==> src/rtl/tipi_pibus_pkg.sv <==
// Shared definitions for the TIPI Pi-side register bus: register selects,
// frame state encoding and the beats-per-word helper.
package tipi_pibus_pkg;

  // Header select codes carried in data_in[1:0] of the header beat
  localparam logic [1:0] SEL_TD = 2'd0;
  localparam logic [1:0] SEL_TC = 2'd1;
  localparam logic [1:0] SEL_RD = 2'd2;
  localparam logic [1:0] SEL_RC = 2'd3;

  typedef enum logic [1:0] {
    IDLE  = 2'd0,
    READ  = 2'd1,
    WRITE = 2'd2
  } pibus_state_e;

  // Number of data beats needed to move one DATA_W-bit register
  function automatic int nbeats(input int data_w, input int bus_w);
    return data_w / bus_w;
  endfunction

endpackage

==> src/rtl/tipi_strobe_sync.sv <==
// Brings the asynchronous Pi strobe into the clk domain and turns each
// rising edge into a single-cycle registered pulse, asserted on the 3rd
// clk edge after the strobe rises.
module tipi_strobe_sync (
  input  logic clk,
  input  logic reset,
  input  logic async_in,
  output logic rise_pulse
);

  logic sync1_r;
  logic sync2_r;
  logic sync3_r;
  logic rise_r;

  // Two-flop synchroniser, one history flop and a registered edge detect
  always_ff @(posedge clk) begin
    if (reset) begin
      sync1_r <= 1'b0;
      sync2_r <= 1'b0;
      sync3_r <= 1'b0;
      rise_r  <= 1'b0;
    end else begin
      sync1_r <= async_in;
      sync2_r <= sync1_r;
      sync3_r <= sync2_r;
      rise_r  <= sync2_r & ~sync3_r;
    end
  end

  assign rise_pulse = rise_r;

endmodule

==> src/rtl/tipi_pi_bus_gen2.sv <==
// Pi-side register bus for the TIPI CPLD. One header beat selects TD/TC
// (Pi reads) or RD/RC (Pi writes), followed by DATA_W/BUS_W data beats,
// MSB chunk first. Optional frame timeout: define TIPI_PIBUS_TIMEOUT_EN.
module tipi_pi_bus_gen2
  import tipi_pibus_pkg::*;
#(
  parameter int BUS_W       = 4,
  parameter int DATA_W      = 8,
  parameter int TIMEOUT_CYC = 1024
) (
  input  logic              clk,
  input  logic              reset,
  input  logic              pi_strb,
  input  logic [BUS_W-1:0]  data_in,
  output logic [BUS_W-1:0]  data_out,
  output logic              data_oe,
  input  logic [DATA_W-1:0] TD,
  input  logic [DATA_W-1:0] TC,
  output logic [DATA_W-1:0] RD,
  output logic [DATA_W-1:0] RC,
  output logic              rd_wr,
  output logic              rc_wr,
  output logic              busy,
  output logic              frame_abort
);

  localparam int NB    = nbeats(DATA_W, BUS_W);
  localparam int CNT_W = (NB > 1) ? $clog2(NB) : 1;
  localparam logic [CNT_W-1:0] CNT_LAST = CNT_W'(NB - 1);

  if ((BUS_W < 2) || ((DATA_W % BUS_W) != 0) || (TIMEOUT_CYC < 2)) begin : g_param_check
    $error("tipi_pi_bus_gen2: BUS_W must be >= 2, DATA_W a multiple of BUS_W, TIMEOUT_CYC >= 2");
  end

  logic              beat_s;
  pibus_state_e      state_r, state_s;
  logic [DATA_W-1:0] shift_r, shift_s;
  logic [CNT_W-1:0]  cnt_r, cnt_s;
  logic              sel_rc_r, sel_rc_s;
  logic [DATA_W-1:0] rd_r, rd_s;
  logic [DATA_W-1:0] rc_r, rc_s;
  logic              oe_r, oe_s;
  logic [BUS_W-1:0]  dout_r, dout_s;
  logic              rd_wr_r, rd_wr_s;
  logic              rc_wr_r, rc_wr_s;
  logic              busy_r, busy_s;
  logic              abort_r, abort_s;

`ifdef TIPI_PIBUS_TIMEOUT_EN
  localparam int TMO_W = $clog2(TIMEOUT_CYC + 1);
  localparam logic [TMO_W-1:0] TMO_LAST = TMO_W'(TIMEOUT_CYC - 1);
  logic [TMO_W-1:0] tmo_r, tmo_s;
`endif

  tipi_strobe_sync u_strobe_sync (
    .clk        (clk),
    .reset      (reset),
    .async_in   (pi_strb),
    .rise_pulse (beat_s)
  );

  // Next-state, datapath and output decode for the frame sequencer
  always_comb begin
    state_s  = state_r;
    shift_s  = shift_r;
    cnt_s    = cnt_r;
    sel_rc_s = sel_rc_r;
    rd_s     = rd_r;
    rc_s     = rc_r;
    oe_s     = oe_r;
    rd_wr_s  = 1'b0;
    rc_wr_s  = 1'b0;
    abort_s  = 1'b0;
`ifdef TIPI_PIBUS_TIMEOUT_EN
    tmo_s    = tmo_r;
`endif

    case (state_r)
      IDLE: begin
        if (beat_s) begin
          cnt_s = '0;
          case (data_in[1:0])
            SEL_TD: begin
              shift_s = TD;
              oe_s    = 1'b1;
              state_s = READ;
            end
            SEL_TC: begin
              shift_s = TC;
              oe_s    = 1'b1;
              state_s = READ;
            end
            SEL_RD: begin
              sel_rc_s = 1'b0;
              state_s  = WRITE;
            end
            SEL_RC: begin
              sel_rc_s = 1'b1;
              state_s  = WRITE;
            end
            default: begin
              state_s = IDLE;
            end
          endcase
        end else begin
          state_s = IDLE;
        end
      end

      READ: begin
        if (beat_s) begin
          shift_s = shift_r << BUS_W;
          if (cnt_r == CNT_LAST) begin
            oe_s    = 1'b0;
            cnt_s   = '0;
            state_s = IDLE;
          end else begin
            cnt_s = cnt_r + CNT_W'(1);
          end
        end else begin
          state_s = READ;
        end
      end

      WRITE: begin
        if (beat_s) begin
          shift_s = (shift_r << BUS_W) | DATA_W'(data_in);
          if (cnt_r == CNT_LAST) begin
            if (sel_rc_r) begin
              rc_s    = shift_s;
              rc_wr_s = 1'b1;
            end else begin
              rd_s    = shift_s;
              rd_wr_s = 1'b1;
            end
            cnt_s   = '0;
            state_s = IDLE;
          end else begin
            cnt_s = cnt_r + CNT_W'(1);
          end
        end else begin
          state_s = WRITE;
        end
      end

      default: begin
        state_s = IDLE;
        oe_s    = 1'b0;
        cnt_s   = '0;
      end
    endcase

`ifdef TIPI_PIBUS_TIMEOUT_EN
    // A beat always restarts the idle-time count; an expired count abandons the frame
    if (beat_s) begin
      tmo_s = '0;
    end else if (state_r != IDLE) begin
      if (tmo_r == TMO_LAST) begin
        tmo_s   = '0;
        state_s = IDLE;
        oe_s    = 1'b0;
        cnt_s   = '0;
        shift_s = '0;
        abort_s = 1'b1;
      end else begin
        tmo_s = tmo_r + TMO_W'(1);
      end
    end else begin
      tmo_s = '0;
    end
`endif

    dout_s = shift_s[DATA_W-1 -: BUS_W];
    busy_s = (state_s != IDLE);
  end

  // State and registered outputs
  always_ff @(posedge clk) begin
    if (reset) begin
      state_r  <= IDLE;
      shift_r  <= '0;
      cnt_r    <= '0;
      sel_rc_r <= 1'b0;
      rd_r     <= '0;
      rc_r     <= '0;
      oe_r     <= 1'b0;
      dout_r   <= '0;
      rd_wr_r  <= 1'b0;
      rc_wr_r  <= 1'b0;
      busy_r   <= 1'b0;
      abort_r  <= 1'b0;
`ifdef TIPI_PIBUS_TIMEOUT_EN
      tmo_r    <= '0;
`endif
    end else begin
      state_r  <= state_s;
      shift_r  <= shift_s;
      cnt_r    <= cnt_s;
      sel_rc_r <= sel_rc_s;
      rd_r     <= rd_s;
      rc_r     <= rc_s;
      oe_r     <= oe_s;
      dout_r   <= dout_s;
      rd_wr_r  <= rd_wr_s;
      rc_wr_r  <= rc_wr_s;
      busy_r   <= busy_s;
      abort_r  <= abort_s;
`ifdef TIPI_PIBUS_TIMEOUT_EN
      tmo_r    <= tmo_s;
`endif
    end
  end

  assign data_out    = dout_r;
  assign data_oe     = oe_r;
  assign RD          = rd_r;
  assign RC          = rc_r;
  assign rd_wr       = rd_wr_r;
  assign rc_wr       = rc_wr_r;
  assign busy        = busy_r;
  assign frame_abort = abort_r;

endmodule

==> config.mk <==
export PLATFORM = sky130hd
export DESIGN_NAME = tipi_pi_bus_gen2
export DESIGN_NICKNAME = d
export VERILOG_FILES = /design/src/rtl/tipi_pibus_pkg.sv /design/src/rtl/tipi_strobe_sync.sv /design/src/rtl/tipi_pi_bus_gen2.sv
export SDC_FILE = /design/constraint.sdc
export NUM_CORES = 1
export LEC_CHECK = 0
export BUFFER_PORTS_ARGS = -buffer_cell sky130_fd_sc_hd__buf_2
export CORE_ASPECT_RATIO = 1.1
export CORE_MARGIN = 1
export CORE_UTILIZATION = 45
export CTS_BUF_LIST = sky130_fd_sc_hd__clkbuf_16
export CTS_CLUSTER_DIAMETER = 80
export DETAILED_ROUTE_END_ITERATION = 10
export MAX_ROUTING_LAYER = met4
export PLACE_DENSITY = 0.71
export SLEW_MARGIN = 20
export SYNTH_ARGS = -nofsm -noshare
export SYNTH_HDL_FRONTEND = slang
export SYNTH_SLANG_ARGS = --single-unit
==> constraint.sdc <==
create_clock -name clk -period 1.7 [get_ports clk]
set_clock_uncertainty 0.05 [all_clocks]
set_input_delay 0.17 -clock clk [delete_from_list [all_inputs] [get_ports clk]]
set_output_delay 0.17 -clock clk [all_outputs]
set_load 0.01 [all_outputs]
==> results.py, run 1 <==
metrics = {
    "run_status": {
        "outcome": "finished clean",
    },
    "yosys": {
        "synth_area_per_cell_um2": 8.53,
        "yosysSeqAreaShare": 0.447,
        "synth.yosys.warnings": 0,
        "netlist_area_mm2": 0.00161,
        "synthCells": 189,
        "syn_nets": 216,
        "synthDistinctLibCells": 25,
        "ys_ff_latch": 36,
    },
    "routing": {
        "drc": 0,
        "avgRoutedWirePerCell_um": 11.1,
        "wl_mm": 3.20,
        "dr.pass1.iters": 4,
        "via_per_inst": 4.92,
        "vias": 1416,
        "drt_iter0_drc": 40,
        "drtAntennaViolNets": 0,
    },
    "worst_setup_path": {
        "path_cells": "inv_1 > ha_1 > nor2b_1 > o21a_1 > buf_4 > o211a_1 > nor3_2",
        "r2r_slack_ns": 0.13,
        "regToRegStartpoint": "state_r[1]",
        "criticalPathCategory": "flip-flop to flip-flop",
        "end_kind": "flip-flop",
        "crit_fanout": 16,
        "max_stage_delay_ns": 0.38,
        "worstRegToRegCells": 7,
        "worst_setup_path_start_kind": "flip-flop",
        "worst_ep_arrival_time_ns": 1.67,
        "crit_path_top_delay_cell": "dfxtp_1",
        "r2r_end": "shift_r[3]",
        "required_ns": 1.81,
    },
    "power_and_ir_drop": {
        "power_mw": 1.82,
        "irDropWorstVdd_v": 0.000510,
        "switching_share": 0.210,
        "leakagePower_nw": 0.993,
        "comb_power_share": 0.071,
        "seqPwrFrac": 0.476,
        "pwr-share-clk": 0.452,
        "p_per_area_mw_per_mm2": 892,
        "p_int_mw": 1.44,
        "p_sw_mw": 0.382,
    },
    "die": {
        "rows": 22,
        "die_y_um": 64.8,
        "start_util": 0.476,
        "fp.coreArea_mm2": 0.00339,
        "die_w_um": 59.1,
        "ios": 48,
        "die-area_mm2": 0.00383,
    },
    "clock_tree": {
        "clockRootBuffer": "clkbuf_16",
        "post_cts_buffers": 0,
        "clk_pin_slew_ns": 0.05,
        "cts-resized-gates": 0,
        "cts_buffers": 5,
        "worstSkewPairLatency_ns": 0.27,
        "htreeDepth": 2,
        "cts-hold-fix-buffers": 0,
        "cts_tree": "yes",
        "cts.sinks": 36,
        "clockBufferDepth": 2,
    },
    "global_routing": {
        "grt_max_degree": 21,
        "antenna_found_initial": 0,
        "grt_first_pass_wirelength_mm": 5.31,
        "grt_pass1_vias": 1202,
        "overflow": 0,
        "grt_util_all_layers": 0.191,
    },
    "place": {
        "postPlaceCellArea_mm2": 0.00191,
        "port_buffers": 46,
        "place_congestion": 0.761,
        "post-dp-hpwl_mm": 2.42,
        "dp_cells": 281,
    },
    "sta": {
        "hold_viol_final": 0,
        "setup_viol": 0,
        "final.period_utilization": 0.922,
        "setup-tns-final_ns": 0,
        "final_max_slew_viol_count": 0,
        "period_minus_slack_ns": 1.57,
        "grt_setup_unrepaired": "false",
        "fmaxAchievable_ghz": 0.638,
    },
    "final_layout": {
        "layout_commonest_cell": "buf_2",
        "drive_gt1_frac": 0.308,
        "fin_nets": 267,
        "final_cell_count_no_fill": 288,
        "seq_area_um2": 721,
        "multiInputGateArea_um2": 785,
        "area_growth_pct": 26.8,
        "fin_area_mm2": 0.00204,
        "diodes": 0,
        "nFillCells": 328,
        "final_cell_mix": "buf_2 (46), nand2_1 (41), dfxtp_1 (36)",
    },
    "worst_hold_path": {
        "whs_path_depth": 2,
        "min_from": "pi_strb",
        "hold_path.class": "input pin to flip-flop",
        "worstHoldEndpoint": "u_strobe_sync.sync1_r",
    },
    "run": {
        "max-cap-violations": 0,
    },
}
[metrics by stage]
stage                     setup WS, ns  hold slack [ns]  utilization
after floorplan                  0.126            0.248            -
after global placement           0.157            0.326        0.564
after detailed placement         0.134            0.334        0.564
after CTS                        0.119           0.0797        0.603
after global routing            0.0297           0.0985        0.604
final                            0.133           0.0810        0.604
[synth_stat cells]
cell type,n,area [um^2]
nand2_1,41,154
buf_2,1,5.00
nor3_2,8,80.1
nor2b_2,1,8.76
buf_4,7,52.6
nand4_1,1,6.26
o21ai_0,2,10.0
a211oi_1,3,22.5
a311oi_1,1,8.76
nor2_1,17,63.8
a21o_1,2,15.0
o21a_1,2,15.0
inv_1,5,18.8
buf_6,1,11.3
a31oi_1,1,6.26
nand3_1,7,35.0
mux2i_1,9,90.1
o211a_1,8,80.1
clkbuf_1,6,22.5
dfxtp_1,36,721
conb_1,1,3.75
a21oi_1,19,95.1
ha_1,4,50.1
nand2b_1,1,6.26
nor2b_1,5,31.3
[registers in the layout (all words and copies together) (netlist names)]
register                  count
u_strobe_sync.sync1_r         1
RD                            8
sel_rc_r                      1
u_strobe_sync.sync2_r         1
u_strobe_sync.sync3_r         1
shift_r                       8
data_oe                       1
rc_wr                         1
RC                            8
cnt_r                         1
rd_wr                         1
state_r                       2
u_strobe_sync.rise_pulse      1
busy                          1
[how the worst max path moves through the flow]
stage,from,endpoint,slack [ns],cells after the start
after global placement,state_r[1],shift_r[6],0.16,7
after global routing,state_r[1],shift_r[1],0.03,7
after CTS,state_r[0],RD[3],0.12,6
after detailed placement,state_r[0],RD[3],0.13,6
final,state_r[1],shift_r[3],0.13,7
after floorplan,state_r[0],shift_r[5],0.13,7
[per-layer routing]
metal  part of all wire  GRT usage  vias to the layer above
met1               0.47      0.239                      633
li1                   -          -                      736
met5                  0          -                        -
met2               0.46      0.288                       41
met3              0.048     0.0539                        6
met4              0.018     0.0744                        0
[power groups by stage]
stage	Combinational [mW]	Clock (mW)	Sequential [mW]
final	0.130	0.825	0.869
after global routing	0.143	0.892	0.870
after CTS	0.132	0.851	0.868
after detailed placement	0.131	0	0.886
after global placement	0.129	0	0.886
after floorplan	0.0841	0	0.883
[layout make-up]
type / count / area share
clock buffer: 5 / 0.0612
clock inverter: 2 / 0.00367
sequential: 36 / 0.353
inverter: 5 / 0.00918
multi-input combinational: 133 / 0.384
tap: 48 / 0.0294
timing repair buffer: 59 / 0.160
[critical path: cells and delay by family (launching register included)]
kind | cells | cell delay, ns
buf+inv | 2 | 0.29
compound gates | 2 | 0.30
fa+ha+maj | 1 | 0.25
flops | 1 | 0.38
simple gates | 2 | 0.17
[kinds of logic after synthesis]
| kind of cell | Yosys count | share of synthesized area |
|---|---|---|
| other | 1 | 0.00233 |
| AND/OR/NAND/NOR | 81 | 0.239 |
| adder cells (fa/ha/maj) | 4 | 0.0310 |
| buffers and inverters | 20 | 0.0683 |
| flip-flops | 36 | 0.447 |
| multiplexers | 9 | 0.0559 |
| AO/OA/AOI/OAI | 38 | 0.157 |
(Power assumes the default switching activity.)
==> run 2, diff against run 1 <==
--- a/config.mk
+++ b/config.mk
@@ -6,14 +6,16 @@
 export NUM_CORES = 1
 export LEC_CHECK = 0
 export BUFFER_PORTS_ARGS = -buffer_cell sky130_fd_sc_hd__buf_2
+export CELL_PAD_IN_SITES_DETAIL_PLACEMENT = 0
+export CELL_PAD_IN_SITES_GLOBAL_PLACEMENT = 1
 export CORE_ASPECT_RATIO = 1.1
 export CORE_MARGIN = 1
-export CORE_UTILIZATION = 45
+export CORE_UTILIZATION = 37
 export CTS_BUF_LIST = sky130_fd_sc_hd__clkbuf_16
 export CTS_CLUSTER_DIAMETER = 80
 export DETAILED_ROUTE_END_ITERATION = 10
 export MAX_ROUTING_LAYER = met4
-export PLACE_DENSITY = 0.71
+export PLACE_DENSITY_LB_ADDON = 0.1
 export SLEW_MARGIN = 20
 export SYNTH_ARGS = -nofsm -noshare
 export SYNTH_HDL_FRONTEND = slang
==> run 2 against run 1 <==
  * Core utilization fell by 10 points
  * Design area is 0.37% higher
  * Flip-flop and latch count unchanged
  * Sequential power about the same
  * Setup slack gained 0.0032 ns
  * Clock-buffer cell count unchanged
  * Die area grew 21%
  * Cell count rose by 0.69%
  * First-iteration DRC count rose to 2.7 times the previous value
  * Critical path type unchanged
==> results.py, run 2 (same netlist as run 1, synthesis figures left out) <==
metrics = {
    "die": {
        "die-area_mm2": 0.00463,
        "start_util": 0.395,
        "ios": 48,
        "rows": 24,
        "die_w_um": 65.0,
        "fp.coreArea_mm2": 0.00408,
        "die_y_um": 71.2,
    },
    "sta": {
        "relSlewSlack": 0.602,
        "grt_setup_unrepaired": "true",
        "final.period_utilization": 0.920,
        "period_minus_slack_ns": 1.56,
        "setup_viol": 0,
        "final_max_slew_viol_count": 0,
        "worstMarginPinSlew_ns": 0.598,
        "hold_viol_final": 0,
        "fmaxAchievable_ghz": 0.639,
    },
    "final_layout": {
        "nFillCells": 436,
        "final_cell_mix": "buf_2 (46), nand2_1 (41), dfxtp_1 (36)",
        "utilization": 0.502,
        "area_growth_pct": 27.2,
        "layout_commonest_cell": "buf_2",
        "fin_nets": 264,
        "diodes": 0,
        "drive_gt1_frac": 0.311,
    },
    "worst_setup_path": {
        "crit_cells": 6,
        "crit_path_end": "shift_r[4]",
        "worstRegToRegCells": 6,
        "r2r_slack_ns": 0.14,
        "crit_path_top_delay_cell": "ha_2",
        "cp_top_family": "adder cells",
        "r2r_end": "shift_r[4]",
        "worst_setup_path_start_kind": "flip-flop",
        "required_ns": 1.85,
        "path_cells": "inv_1 > ha_2 > o21a_1 > nand2_1 > o211a_1 > nor3_2",
        "worst_ep_arrival_time_ns": 1.72,
        "cp_num_buf_inv": 1,
        "regToRegStartpoint": "state_r[0]",
        "crit_fanout": 7,
        "end_kind": "flip-flop",
        "criticalPathCategory": "flip-flop to flip-flop",
        "max_stage_delay_ns": 0.40,
        "crit_path_start": "state_r[0]",
    },
    "place": {
        "place_congestion": 0.887,
        "port_buffers": 46,
        "post-dp-hpwl_mm": 2.80,
    },
    "routing": {
        "vias": 1399,
        "drtAntennaViolNets": 0,
        "drc": 0,
        "via_per_inst": 4.82,
        "dr.pass1.iters": 4,
        "wl_mm": 3.80,
        "drt_iter0_drc": 106,
        "avgRoutedWirePerCell_um": 13.1,
    },
    "global_routing": {
        "grt_util_all_layers": 0.184,
        "grt_max_degree": 32,
        "overflow": 0,
        "grt_first_pass_wirelength_mm": 6.34,
        "antenna_found_initial": 0,
        "grt_pass1_vias": 1374,
    },
    "power_and_ir_drop": {
        "irDropWorstVdd_v": 0.000568,
        "leakagePower_nw": 0.982,
        "p_per_area_mw_per_mm2": 903,
        "power_mw": 1.85,
    },
    "clock_tree": {
        "cts.sinks": 36,
        "htreeDepth": 2,
        "worstSkewPairLatency_ns": 0.27,
        "clk_pin_slew_ns": 0.05,
        "clockRootBuffer": "clkbuf_16",
        "cts_tree": "yes",
        "cts_buffers": 5,
        "clockBufferDepth": 2,
        "post_cts_buffers": 0,
    },
    "worst_hold_path": {
        "hold_path.class": "input pin to flip-flop",
    },
    "run": {
        "max-cap-violations": 0,
    },
    "run_status": {
        "outcome": "finished clean",
    },
}
run 2: what timing repair did:
action                     CTS  global route
setup endpoints to repair    0            23
hold buffers                 0             0
gates resized for setup      0             3
run 2: area by class of cell:
cell class	count	area, um^2	share of cell area
Clock buffer	5	125	0.0610
Clock inverter	3	15.0	0.00732
Tap cell	52	65.1	0.0317
Inverter	5	18.8	0.00915
Sequential cell	36	721	0.351
Multi-Input combinational cell	133	790	0.385
Timing Repair Buffer	56	318	0.155
run 2: report_power, final:
part	leakage, nW	total (mW)	switching, mW	internal, mW
clock	0.0687	0.852	0.321	0.531
combinational	0.622	0.133	0.0729	0.0597
sequential	0.291	0.868	0.0102	0.858
run 2: worst min path at each step:
stage | slack, ns | from | to | cells past startpoint
detailed placement | 0.33 | u_strobe_sync.sync3_r | u_strobe_sync.rise_pulse | 1
finish | 0.06 | pi_strb | u_strobe_sync.sync1_r | 2
global route | 0.06 | pi_strb | u_strobe_sync.sync1_r | 2
CTS | 0.05 | pi_strb | u_strobe_sync.sync1_r | 2
floorplan | 0.25 | pi_strb | u_strobe_sync.sync1_r | 1
global placement | 0.33 | u_strobe_sync.sync3_r | u_strobe_sync.rise_pulse | 1
run 2: worst register-to-register path, delay by kind of cell, from the launching register on:
family	cells	cell delay (ns)
flip-flops	1	0.38
buffers and inverters	1	0.10
AND/OR/NAND/NOR	2	0.21
AO/OA/AOI/OAI	2	0.36
adder cells (fa/ha/maj)	1	0.40
run 2: routing by layer:
layer  GRT usage  part of all wire
met2       0.317              0.50
met3      0.0382             0.035
met1       0.212              0.45
met4      0.0593             0.014
met5           -                 0
run 2: through the flow:
stage                     setup TNS, ns  worst slack, ns  instance area, um^2  hold slack [ns]  std cells
after global placement                0            0.137                 1900            0.326        282
after CTS                             0           0.0135                 2040           0.0529        290
after floorplan                       0            0.126                 1610            0.248        189
after detailed placement              0           0.0276                 1900            0.333        282
after global routing           -0.00431         -0.00431                 2050           0.0557        290
final                                 0            0.136                 2050           0.0564        290
